`src/rtl/switch_input_ctrl_if.sv`:
```
// CPU-side register access bus for the switch input block.
// The master drives the strobes and the select; the slave returns the data and the flags.
interface switch_input_ctrl_if;
  logic        sw_ctrl;
  logic        io_read;
  logic [1:0]  sel;
  logic [15:0] rdata;
  logic        data_valid;
  logic        overrun;

  modport master (output sw_ctrl, io_read, sel, input rdata, data_valid, overrun);
  modport slave  (input sw_ctrl, io_read, sel, output rdata, data_valid, overrun);
endinterface

```
`src/rtl/switch_input_ctrl.sv`:
```
// Debounced confirm button that captures the 24 board switches into a one-deep buffer.
// The CPU reads the buffer and its status through the switch I/O register window.
//
//   state | meaning
//   EMPTY | no unconsumed sample in buf
//   FULL  | buf holds a sample not yet consumed by a high-half read
module switch_input_ctrl #(
  parameter int DB_CYCLES = 100000,
  parameter int CNT_W     = 17
) (
  input  logic                clock,
  input  logic                reset,
  input  logic [23:0]         switches,
  input  logic                confirm_btn,
  switch_input_ctrl_if.slave  bus
);

  typedef enum logic {EMPTY = 1'b0, FULL = 1'b1} state_t;

  logic             sync_1;
  logic             btn_s;
  logic             btn_db;
  logic [CNT_W-1:0] db_cnt;
  logic             db_done;
  logic             press;

  state_t      state_q, state_d;
  logic [23:0] buf_q;
  logic        ovr_q;
  logic [15:0] rdata_q;
  logic [15:0] rd_mux;
  logic        rd;
  logic        clr_ovr;
  logic        load_buf;
  logic        set_ovr;
  logic        consume;

  // The press pulse is the cycle in which btn_db is about to rise, so the
  // capture lands on the same edge as the debounced transition.
  assign db_done = (btn_s != btn_db) && (db_cnt == CNT_W'(DB_CYCLES - 1));
  assign press   = db_done && btn_s;

  always_ff @(posedge clock or posedge reset) begin
    if (reset) begin
      sync_1 <= 1'b0;
      btn_s  <= 1'b0;
      btn_db <= 1'b0;
      db_cnt <= '0;
    end else begin
      sync_1 <= confirm_btn;
      btn_s  <= sync_1;
      if (btn_s == btn_db) begin
        db_cnt <= '0;
      end else if (db_done) begin
        btn_db <= btn_s;
        db_cnt <= '0;
      end else begin
        db_cnt <= db_cnt + 1'b1;
      end
    end
  end

  assign rd      = bus.sw_ctrl && bus.io_read;
  assign clr_ovr = rd && (bus.sel == 2'b10);

  always_comb begin
    state_d  = state_q;
    load_buf = 1'b0;
    set_ovr  = 1'b0;
    consume  = 1'b0;
    case (state_q)
      EMPTY: begin
        if (press) begin
          load_buf = 1'b1;
          state_d  = FULL;
        end
      end
      FULL: begin
        consume = rd && (bus.sel == 2'b01);
        if (press) begin
          load_buf = 1'b1;
          set_ovr  = !consume;
        end else if (consume) begin
          state_d = EMPTY;
        end
      end
      default: state_d = EMPTY;
    endcase
  end

  always_comb begin
    rd_mux = 16'h0000;
    case (bus.sel)
      2'b00:   rd_mux = buf_q[15:0];
      2'b01:   rd_mux = {8'h00, buf_q[23:16]};
      2'b10:   rd_mux = {14'b0, ovr_q, (state_q == FULL)};
      default: rd_mux = 16'h0000;
    endcase
  end

  always_ff @(posedge clock or posedge reset) begin
    if (reset) begin
      state_q <= EMPTY;
      buf_q   <= 24'h000000;
      ovr_q   <= 1'b0;
      rdata_q <= 16'h0000;
    end else begin
      state_q <= state_d;
      if (load_buf) buf_q <= switches;
      // A new overwrite in the same cycle as a status read keeps the flag set.
      if (set_ovr) ovr_q <= 1'b1;
      else if (clr_ovr) ovr_q <= 1'b0;
      if (rd) rdata_q <= rd_mux;
    end
  end

  assign bus.rdata      = rdata_q;
  assign bus.data_valid = (state_q == FULL);
  assign bus.overrun    = ovr_q;

endmodule

```
`src/flat_wrapper.sv`:
```
// flat-port wrapper written by rule: the top's interface ports become plain ports
module switch_input_ctrl_flat 
#(
  parameter int DB_CYCLES = 100000,
  parameter int CNT_W     = 17
)
  (clock, reset, switches, confirm_btn, bus_sw_ctrl, bus_io_read, bus_sel, bus_rdata, bus_data_valid, bus_overrun);
  switch_input_ctrl_if bus_i ();
  input  logic clock;
  input  logic reset;
  input  logic [23:0] switches;
  input  logic confirm_btn;
  input wire logic [$bits(bus_i.sw_ctrl)-1:0] bus_sw_ctrl;
  input wire logic [$bits(bus_i.io_read)-1:0] bus_io_read;
  input wire logic [$bits(bus_i.sel)-1:0] bus_sel;
  output wire logic [$bits(bus_i.rdata)-1:0] bus_rdata;
  output wire logic [$bits(bus_i.data_valid)-1:0] bus_data_valid;
  output wire logic [$bits(bus_i.overrun)-1:0] bus_overrun;
  assign bus_i.sw_ctrl = bus_sw_ctrl;
  assign bus_i.io_read = bus_io_read;
  assign bus_i.sel = bus_sel;
  assign bus_rdata = bus_i.rdata;
  assign bus_data_valid = bus_i.data_valid;
  assign bus_overrun = bus_i.overrun;
  switch_input_ctrl #(.DB_CYCLES(DB_CYCLES), .CNT_W(CNT_W)) u_core (.clock(clock), .reset(reset), .switches(switches), .confirm_btn(confirm_btn), .bus(bus_i));
endmodule
```
`config.mk`:
```
export PLATFORM = sky130hd
export DESIGN_NAME = switch_input_ctrl_flat
export DESIGN_NICKNAME = d
export VERILOG_FILES = /design/src/rtl/switch_input_ctrl_if.sv /design/src/rtl/switch_input_ctrl.sv /design/src/flat_wrapper.sv
export SDC_FILE = /design/constraint.sdc
export NUM_CORES = 1
export LEC_CHECK = 0
export CORE_MARGIN = 5
export CORE_UTILIZATION = 47
export CTS_CLUSTER_SIZE = 20
export DETAILED_ROUTE_END_ITERATION = 12
export PLACE_DENSITY = 0.81
export SYNTH_ARGS = -nofsm -noshare
export SYNTH_HDL_FRONTEND = slang
export SYNTH_SLANG_ARGS = --single-unit
```
`constraint.sdc`:
```
create_clock -name clock -period 2.05 [get_ports clock]
set_input_delay 0.41 -clock clock [delete_from_list [all_inputs] [get_ports clock]]
set_output_delay 0.41 -clock clock [all_outputs]
set_load 0.01 [all_outputs]
```
==> results.py <==
metrics = {
    "synthesis": {
        "synth-main-ff-cell": "dfrtp_1",
        "synth_edf_count": 0,
        "ys_seq_area_share_pct": 57.3,
        "syn_inst": 207,
        "avgSynthCellArea_um2": 13.1,
        "synth-seq-cells": 62,
        "yosysWarnings": 0,
        "synthesis.area_mm2": 0.00271,
        "synth_nets": 239,
        "async_reset_ff_share_pct": 100,
        "synth.distinct_cells": 33,
    },
    "routing": {
        "drt_pass1_iterations": 4,
        "first_iter_violations": 103,
        "drt-total-wl_um": 5140,
        "route.detailed.wl_per_inst_um": 15.1,
        "vias_per_cell": 5.07,
        "vias": 1728,
        "drc": 0,
        "ant_nets": 0,
    },
    "clock_network": {
        "clkSlewWorstSetupHoldPaths_ns": 0.06,
        "cts_tree": "built",
        "post_cts_buffers": 0,
        "cts_made_buffers": 9,
        "ctsHtreeMaxLevel": 3,
        "ctsResizeCount": 0,
        "cts.sinks": 62,
        "clk_latency_ns": 0.34,
        "hold_buffers": 0,
        "cts-root-buf": "clkbuf_8",
        "clock_path_buffers": 2,
    },
    "critical_path": {
        "critPathKind": "flip-flop to flip-flop",
        "critPathLaunchType": "flip-flop",
        "cp-end-kind": "flip-flop",
        "reg2reg_slack_ns": 0.15,
        "required_ns": 2.27,
        "crit_arrival_ns": 2.12,
        "r2r-start": "u_core.db_cnt[0]",
        "crit_fanout": 7,
        "rr_worst_depth": 6,
        "rr_endpoint": "u_core.buf_q[12]",
    },
    "job": {
        "drv_cap": 0,
    },
    "power": {
        "powerDensity_mw_per_mm2": 705,
        "totalPowerFinal_mw": 2.46,
        "vdd.ir_drop.worst_mv": 0.383,
        "leakagePower_nw": 1.60,
    },
    "layout": {
        "finalNonFillerCells": 341,
        "final_common_cell": "dfrtp_1",
        "final_nets": 297,
        "drive_gt1_share_pct": 20.1,
        "antenna_cells": 0,
        "fill_cells": 460,
        "area_growth_pct": 29.0,
        "final_cell_mix": "dfrtp_1 (62), clkdlybuf4s50_1 (48), mux2_4 (19)",
    },
    "placement": {
        "place_congestion": 0.838,
        "pre_cts_slack_ns": 0.0839,
        "dp.cells": 326,
        "hpwl_um": 3660,
        "port_buffers": 48,
    },
    "timing": {
        "worstMarginPinSlew_ns": 0.823,
        "rsz0062_at_grt": "false",
        "finClkSkew_ns": 0.00843,
        "setup_violations": 0,
        "slew_headroom_pct": 44.7,
        "period_needed_ns": 1.90,
        "max_freq_mhz": 526,
        "finalSetupTns_ns": 0,
        "hold_viol": 0,
        "setup_ws_ns": 0.149,
        "slew_violations": 0,
        "min_period_over_period_pct": 92.7,
    },
    "hold_path": {
        "hp-start": "u_core.sync_1",
        "hold_end": "u_core.btn_s",
        "min_path_type": "flip-flop to flip-flop",
        "whs_path_depth": 0,
    },
    "global_routing": {
        "grt_use_total_pct": 15.2,
        "grt_pass1_wl_um": 8580,
        "grt_max_degree": 63,
        "antenna_found_initial": 0,
        "grt_remaining_overflow": 0,
        "first_global_vias": 1777,
    },
    "outcome": {
        "status": "finished, final reports clean",
    },
    "floorplanning": {
        "start_util_pct": 48.9,
        "ios": 49,
        "die-area_mm2": 0.00738,
        "rows": 27,
        "die_y_um": 85.9,
        "die_w_um": 85.9,
        "coreArea_mm2": 0.00554,
    },
}
==> how the worst max path moves through the flow <==
stage | start | endpoint | slack (ns) | cells after the start
after global routing | u_core.db_cnt[11] | u_core.buf_q[10] | 0.02 | 5
after global placement | u_core.db_cnt[6] | u_core.buf_q[12] | 0.15 | 5
final | u_core.db_cnt[0] | u_core.buf_q[12] | 0.15 | 6
after detailed placement | bus_sw_ctrl | u_core.bus.rdata[15] | 0.08 | 4
after floorplan | reset | u_core.btn_db | 0.1 | 1
after CTS | u_core.db_cnt[0] | u_core.buf_q[10] | 0.14 | 6
==> routing by layer <==
| layer | GRT usage (%) | vias up | part of all wire [%] |
|---|---|---|---|
| met5 | 0 | - | 0 |
| met4 | 9.50 | 0 | 2.6 |
| met3 | 3.46 | 12 | 4.5 |
| met2 | 21.6 | 42 | 45 |
| met1 | 21.0 | 830 | 48 |
| li1 | - | 844 | - |
==> cell usage after synthesis, types with 3 or more instances <==
master / instances / share of area (%)
dfrtp_1: 62 / 57
mux2_4: 19 / 11
nor2_1: 17 / 2.4
nand2_1: 14 / 1.9
xor2_1: 12 / 3.9
o21ai_0: 10 / 1.8
a22o_1: 8 / 2.6
mux2i_1: 8 / 3.0
mux2_2: 6 / 2.5
nand3_1: 6 / 1.1
nand4_1: 6 / 1.4
a21oi_1: 4 / 0.74
and4_1: 4 / 1.3
clkbuf_1: 4 / 0.55
buf_12: 3 / 2.2
==> kinds of logic (layout without fill, tap and decap cells) <==
family	after synthesis	after routing	synth area share (%)
XOR/XNOR	14	14	4.53
adder cells (fa/ha/maj)	1	1	0.462
flip-flops	62	62	57.3
AO/OA/AOI/OAI	24	24	5.78
AND/OR/NAND/NOR	61	61	12.0
multiplexers	33	33	16.0
buffers and inverters	12	74	3.93
==> metrics by stage <==
step / hold WS [ns] / utilization, % / cell area, um^2
after floorplan: 0.331 / - / 2710
after global placement: 0.335 / 59.3 / 3280
after detailed placement: 0.335 / 59.3 / 3280
after CTS: 0.349 / 63.0 / 3490
after global routing: 0.355 / 63.0 / 3490
final: 0.347 / 63.0 / 3490
==> registers in the layout (all words and copies together), names as in the netlist <==
signal / cells
u_core.bus.overrun: 1
u_core.buf_q: 24
u_core.btn_db: 1
u_core.btn_s: 1
u_core.db_cnt: 17
u_core.sync_1: 1
u_core.bus.data_valid: 1
u_core.bus.rdata: 16
==> layout make-up <==
cell class | instances | area [um^2] | area share [%]
multi-input combinational | 133 | 1050 | 30.1
inverter | 2 | 7.51 | 0.215
tap | 72 | 90.1 | 2.58
clock inverter | 3 | 42.5 | 1.22
sequential | 62 | 1550 | 44.4
clock buffer | 12 | 165 | 4.73
timing repair buffer | 57 | 586 | 16.8
==> where the power goes <==
group | switching, mW | leakage (nW) | internal [mW]
Sequential | 0.00547 | 0.859 | 1.23
Combinational | 0.0595 | 0.635 | 0.0684
Clock | 0.448 | 0.104 | 0.652
Total | 0.513 | 1.60 | 1.95
==> critical path, stage by stage (launching register included) <==
cell and delay [ns]:
dfrtp_1 0.39, ha_1 0.21, and4_1 0.23, and4_4 0.25, and2_4 0.19, buf_4 0.20
mux2_4 0.31
(Power assumes the default switching activity.)
